===== config.mk =====
export PLATFORM = sky130hd
export DESIGN_NAME = mult
export DESIGN_NICKNAME = d
export VERILOG_FILES = /design/src/rtl/mult.sv
export SDC_FILE = /design/constraint.sdc
export NUM_CORES = 1
export LEC_CHECK = 0
export CORE_UTILIZATION = 40
export CTS_CLUSTER_DIAMETER = 200
export DETAILED_ROUTE_END_ITERATION = 8
export REMOVE_ABC_BUFFERS = 1
export SYNTH_ARGS = -nofsm -noshare
export SYNTH_HDL_FRONTEND = slang
export SYNTH_SLANG_ARGS = --single-unit

===== constraint.sdc =====
create_clock -name clk -period 8.3 [get_ports clk]
set_input_delay 0.83 -clock clk [delete_from_list [all_inputs] [get_ports clk]]
set_output_delay 0.83 -clock clk [all_outputs]
set_load 0.02 [all_outputs]

===== src/rtl/mult.sv =====
// Pipelined signed Q8.8 multiplier: four shift-add stages of 4 multiplier bits each, then scale and saturate.
// Latency 5 cycles, one operand pair accepted per cycle, no stalls.
module mult (
  input  logic        clk,
  input  logic        reset,
  input  logic [15:0] mac_in,
  input  logic [15:0] weight,
  output logic [15:0] mult_out
);

  // Signed partial product of one 4-bit multiplier group; bit 15 of the multiplier carries negative weight.
  function automatic logic signed [31:0] group_pp(input logic signed [15:0] a,
                                                   input logic [3:0] bits,
                                                   input logic [4:0] base,
                                                   input logic top);
    logic signed [31:0] acc;
    logic signed [31:0] ax;
    acc = '0;
    ax  = 32'(a);
    for (int i = 0; i < 4; i++) begin
      if (bits[i]) begin
        if (top && i == 3) acc = acc - (ax <<< (base + 5'(i)));
        else               acc = acc + (ax <<< (base + 5'(i)));
      end
    end
    return acc;
  endfunction

  logic        [15:0] s1_a_q, s2_a_q, s3_a_q;
  logic        [15:0] s1_w_q, s2_w_q, s3_w_q;
  logic signed [31:0] s1_p_q, s2_p_q, s3_p_q, s4_p_q;
  logic signed [31:0] s1_p_d, s2_p_d, s3_p_d, s4_p_d;
  logic signed [31:0] scaled;
  logic        [15:0] out_q, out_d;

  always_comb begin
    s1_p_d = group_pp(mac_in, weight[3:0], 5'd0, 1'b0);
    s2_p_d = s1_p_q + group_pp(s1_a_q, s1_w_q[7:4], 5'd4, 1'b0);
    s3_p_d = s2_p_q + group_pp(s2_a_q, s2_w_q[11:8], 5'd8, 1'b0);
    s4_p_d = s3_p_q + group_pp(s3_a_q, s3_w_q[15:12], 5'd12, 1'b1);
  end

  // Saturation is judged on the full 32-bit product after the floor shift.
  always_comb begin
    scaled = s4_p_q >>> 8;
    if (scaled > 32'sd32767)       out_d = 16'h7FFF;
    else if (scaled < -32'sd32768) out_d = 16'h8000;
    else                           out_d = scaled[15:0];
  end

  always_ff @(posedge clk) begin
    if (reset) begin
      s1_a_q <= '0;
      s2_a_q <= '0;
      s3_a_q <= '0;
      s1_w_q <= '0;
      s2_w_q <= '0;
      s3_w_q <= '0;
      s1_p_q <= '0;
      s2_p_q <= '0;
      s3_p_q <= '0;
      s4_p_q <= '0;
      out_q  <= '0;
    end else begin
      s1_a_q <= mac_in;
      s1_w_q <= weight;
      s1_p_q <= s1_p_d;
      s2_a_q <= s1_a_q;
      s2_w_q <= s1_w_q;
      s2_p_q <= s2_p_d;
      s3_a_q <= s2_a_q;
      s3_w_q <= s2_w_q;
      s3_p_q <= s3_p_d;
      s4_p_q <= s4_p_d;
      out_q  <= out_d;
    end
  end

  assign mult_out = out_q;

endmodule


==> results of run 1 <==
## cell type report
cell class              instances  area, um2
flip-flops and latches        188       3760
fillers                      5194      29000
clock inverters                15        151
inverters                     133        499
multi-input cells            2369      17300
repair buffers                105        915
clock buffers                  17        425
well taps                     688        861
## cell usage after synthesis, types with 11 or more instances
cell type  number
ha_1          305
nand3_1        43
buf_1          15
nor4_1         11
nand2_1       203
or2_2          14
or3_1          13
nand2b_1       43
nor2b_1       112
a21o_1        110
nor2_1        286
o21ai_0       161
xnor2_1       160
clkbuf_1       63
a31oi_1        42
a211oi_1       35
o21bai_1       32
mux2i_1        15
nor3_1         42
o31ai_1        13
a21oi_1       231
nand4_1        17
and2_1         41
dfxtp_1       188
fa_1           14
mux2_2         88
o21a_1         46
inv_1         127
and3_1         30
xor2_1         88
## repair_timing
item / in CTS / in global routing
gates resized for setup: 1 / 60
setup buffers: 0 / 3
setup endpoints to repair: 1 / 12
pin swaps: 0 / 16
cloned: 0 / 0
## routing by layer
| metal | GRT usage | vias up |
|---|---|---|
| li1 | - | 10100 |
| met1 | 0.239 | 9069 |
| met2 | 0.385 | 222 |
| met3 | 0.0186 | 70 |
| met4 | 0.0615 | 0 |
| met5 | 0 | - |
## power by group
part	leakage (nW)	switching, mW	internal [mW]	total, mW
clock	0.282	0.405	0.400	0.805
combinational	9.47	0.898	0.710	1.61
sequential	1.55	0.0686	1.04	1.11
## stage by stage
| step | TNS, ns | area (um2) |
|---|---|---|
| after global routing | -0.0563 | 23900 |
| final | 0 | 23900 |
| after global placement | 0 | 23000 |
| after detailed placement | 0 | 23000 |
| after CTS | 0 | 23600 |
| after floorplan | 0 | 21200 |
## worst register-to-register path, delay by kind of cell, from the launching register on
kind / cells / cell delay, ns
AOI/OAI and AO/OA: 10 / 1.92
xor gates and xnor gates: 4 / 0.57
adders and majority gates: 5 / 1.29
buffers and inverters: 4 / 0.39
DFF: 1 / 0.33
muxes: 3 / 0.86
and+or+nand+nor: 13 / 2.37
## flip-flops by register name (all words and copies together), names as in the netlist, 16 cells and up
| signal | flops |
|---|---|
| s4_p_q | 24 |
| s3_a_q | 16 |
| s1_a_q | 16 |
| s1_p_q | 28 |
| s2_a_q | 16 |
| mult_out | 16 |
| s2_p_q | 24 |
| s3_p_q | 24 |
## worst min-delay path by stage
stage / start / to / slack (ns) / depth (start not counted)
after detailed placement: s2_w_q[13] / s3_w_q[13] / 0.42 / 1
after global routing: s1_w_q[11] / s2_w_q[11] / 0.45 / 1
after floorplan: s1_w_q[10] / s2_w_q[10] / 0.41 / 1
final: s1_w_q[11] / s2_w_q[11] / 0.44 / 1
after CTS: s2_w_q[13] / s3_w_q[13] / 0.44 / 1
after global placement: s2_w_q[14] / s3_w_q[14] / 0.42 / 1
## cell usage in the layout (no fill, tap or decap), types with 9 or more instances in the layout
cell	count
o31ai_1	11
o21bai_1	32
a31oi_1	40
ha_1	299
o211ai_1	10
a211oi_1	31
nor3_1	42
o21a_1	46
nor2b_1	110
and2_1	40
nor4_1	10
mux2_2	88
inv_1	127
nor2_1	286
clkbuf_16	17
mux2i_1	15
a211o_1	10
nand4_1	17
o21ai_0	153
clkdlybuf4s50_1	47
dfxtp_1	187
nand3_1	41
xor2_1	87
buf_4	56
a21o_1	110
or2_2	14
and3_1	29
o2bb2ai_1	9
nand2_1	203
o21ai_1	9
a21oi_1	223
fa_1	13
nand2b_1	43
or3_1	13
xnor2_1	159
## cell families after synthesis
kind of cell             Yosys count  share of synthesized area
AO/OA/AOI/OAI                    816                      0.246
XOR/XNOR                         250                      0.103
adder cells (fa/ha/maj)          319                      0.190
buffers and inverters            213                     0.0372
flip-flops                       188                      0.175
multiplexers                     103                     0.0530
AND/OR/NAND/NOR                  881                      0.196
==> results.tsv, run 1 <==
metric	value	unit
groute.usage.overall	0.204	
drtPass1Iterations	9	
viasPerCell	5.52	
wl_met3	932	um
hold_path_class	reg -> reg	
met1_length	24.9	mm
placedCellCount	3480	
slew_violations	0	
wire_per_inst	15.7	um
r2r-end	s2_p_q[31]	
worstMarginPinSlew	0.828	ns
yosys.area.top_type_share	0.177	
synth_top_cell_by_area	ha_1	
drtIter0Drc	971	
crit_cells	28	
cts_root_buf	clkbuf_16	
die_area	0.0548	mm2
ys_types	86	
slew_headroom	0.446	
numCtsBuffers	17	
die_w	234	um
grt_pass1_wl	92.2	mm
path_class	in -> reg	
end_kind	flop	
clockBufferDepth	2	
clk_latency	0.46	ns
violations	DRC	
routed_wl	55.1	mm
worstPathRequired	8.64	ns
cts.sinks	188	
path_max_fanout	15	
slowest_delay	0.65	ns
total_power	3.52	mW
synth-edff-count	0	
ios	50	
fin_skew	0.00988	ns
syn_to_final_growth	10.8	%
ant_nets	0	
antenna_found_initial	0	
cts_tree	done	
portBuffers	49	
clk_pin_slew	0.08	ns
fin_nets	3167	
grt_max_degree	79	
routed-wl-met2	28.0	mm
ys_seq_area_frac	0.175	
core	0.0529	mm2
pre_cts_slack	0.0104	ns
drive_gt1_frac	0.0934	
final_cells	3515	
fmax	127	MHz
crit_start	weight[0]	
p_leak	11.3	nW
ys_ff_latch	188	
r2r_cells	39	
drc	2	
drv_cap	0	
antennaDiodeCount	0	
htree_levels	4	
arrival	8.20	ns
place_congestion	0.921	
finalSetupViolCount	0	
period_share	0.946	
num_rows	84	
ys_top_cells_by_area	ha_1 18%, dfxtp_1 17%, xnor2_1 6.5%	
async_flop_share	0	
hold_buffers	0	
irDropWorstVdd	0.131	mV
overflow	0	
worstSetupStartpointType	input port	
power_density	148	mW/mm2
syn_inst	2770	
hpwl	44.5	mm
grt_pass1_vias	19600	
r2r_slack	0.46	ns
path_buf_inv	2	
fin_crit	7.86	ns
final_hold_viol_count	0	
start_util	0.408	
synthFlopType	dfxtp_1	
topRoutingLayerUsed	met4	
via_count	19400	
reg2reg_from	s1_a_q[1]	
synth_area_per_cell	7.78	um2
status	finished with violations	
hold_slack	0.437	ns
yosys_warnings	0	
endpoint	s1_p_q[28]	
die_y	234	um
critPathSlowestCell	clkdlybuf4s50_1	
netlist_area	0.0215	mm2
layout_setup_ws	0.444	ns
utilization	0.452	
cp_top_family	compound AO/OA/AOI/OAI gates	
(Power assumes the default switching activity.)
==> run 2, diff against run 1 <==
- CORE_MARGIN: default -> 1
- SLEW_MARGIN: default -> 25
==> results of run 2 <==
Final layout, timing and power as in run 1 (identical DEF).
==> run 3, diff against run 2 <==
- CAP_MARGIN: default -> 5
- RECOVER_POWER: default -> 25
==> results.tsv, run 3 (synthesized netlist as in run 1, its figures left out) <==
metric	value	unit
status	finished with violations	
violations	DRC, capacitance limit, slew limit	
place_congestion	0.921	
fin_skew	0.00989	ns
final_hold_viol_count	0	
grt_pass1_vias	19600	
reg2reg_from	s1_a_q[1]	
worstPathRequired	8.58	ns
num_rows	84	
finalSetupViolCount	0	
ant_nets	0	
crit_start	weight[0]	
hold_buffers	0	
power_density	148	mW/mm2
antennaDiodeCount	0	
grt_max_degree	79	
r2r-end	s2_p_q[31]	
slowest_delay	0.65	ns
fin_nets	3167	
worstSetupStartpointType	input port	
r2r_cells	39	
critPathSlowestCell	clkdlybuf4s50_1	
path_class	in -> reg	
drtIter0Drc	972	
seqCellArea	0.00376	mm2
period_share	0.952	
die_y	234	um
fin_crit	7.90	ns
top_register	s1_p_q	
drive_gt1_frac	0.0927	
drc	2	
clk_pin_slew	0.08	ns
placedCellCount	3480	
total_power	3.52	mW
start_util	0.408	
fill_cells	5194	
core	0.0529	mm2
final_common_cell	ha_1	
fmax	127	MHz
worstMarginPinSlew	1.93	ns
cts_tree	done	
setup-tns-final	0	ns
drv_cap	2	
layout_setup_ws	0.396	ns
end_kind	flop	
arrival	8.18	ns
drtPass1Iterations	9	
wire_per_inst	15.7	um
clk_latency	0.46	ns
fin_area	0.0239	mm2
irDropWorstVdd	0.131	mV
utilization	0.451	
place_area	0.0230	mm2
viasPerCell	5.52	
largest_reg_flops	28	
cts_root_buf	clkbuf_16	
routed_wl	55.1	mm
overflow	0	
p_leak	11.3	nW
htree_levels	4	
ios	50	
hold_slack	0.437	ns
numCtsBuffers	17	
path_max_fanout	15	
final_cell_mix	299 x ha_1, 286 x nor2_1, 223 x a21oi_1	
hold_path_class	reg -> reg	
endpoint	s1_p_q[31]	
slew_violations	86	
clockBufferDepth	2	
die_w	234	um
slew_headroom	-0.290	
r2r_slack	0.45	ns
cts.sinks	188	
portBuffers	49	
grt_pass1_wl	92.2	mm
multiInputGateArea	0.0173	mm2
via_count	19400	
groute.usage.overall	0.204	
pre_cts_slack	0.0104	ns
die_area	0.0548	mm2
final_cells	3515	
antenna_found_initial	0	
cpMostUsedCell	a21o_1	
syn_to_final_growth	10.7	%
hpwl	44.5	mm
-- run 3: worst min path at each step --
stage                from    endpoint  slack (ns)  cells after the start
2_1_floorplan  s1_w_q[10]  s2_w_q[10]        0.41                      1
3_3_place_gp   s2_w_q[14]  s3_w_q[14]        0.42                      1
3_5_place_dp   s2_w_q[13]  s3_w_q[13]        0.42                      1
4_1_cts        s2_w_q[13]  s3_w_q[13]        0.44                      1
5_1_grt        s1_w_q[11]  s2_w_q[11]        0.45                      1
6_report       s1_w_q[11]  s2_w_q[11]        0.44                      1
-- run 3: power breakdown --
| group | switching (mW) | internal (mW) | total (mW) |
|---|---|---|---|
| sequential | 0.0686 | 1.04 | 1.11 |
| combinational | 0.898 | 0.710 | 1.61 |
| clock | 0.405 | 0.400 | 0.805 |
-- run 3: area by class of cell --
cell class	instances	area share
Clock buffer	17	0.0178
Clock inverter	15	0.00635
Tap cell	688	0.0361
Timing Repair Buffer	105	0.0379
Sequential cell	188	0.158
Multi-Input combinational cell	2369	0.723
Inverter	133	0.0209
-- run 3: layer usage --
layer	wire, um	vias up	track usage
met5	0	-	0
met4	1260	0	0.0615
met3	942	70	0.0186
met2	28000	218	0.385
met1	24900	9065	0.239
li1	-	10100	-
-- run 3: critical path, delay by kind of cell --
family	cells	cell delay [ns]
xor+xnor	3	0.44
fa+ha+maj	3	1.02
simple gates	6	0.94
compound gates	15	3.69
mux	1	0.27
buf+inv	2	0.97
-- run 3: repair_timing --
action                                  in CTS  in global routing
pin swaps                                    0                 16
gates resized for setup                      1                 60
endpoints found under the setup margin       1                 12
setup buffers                                0                  3
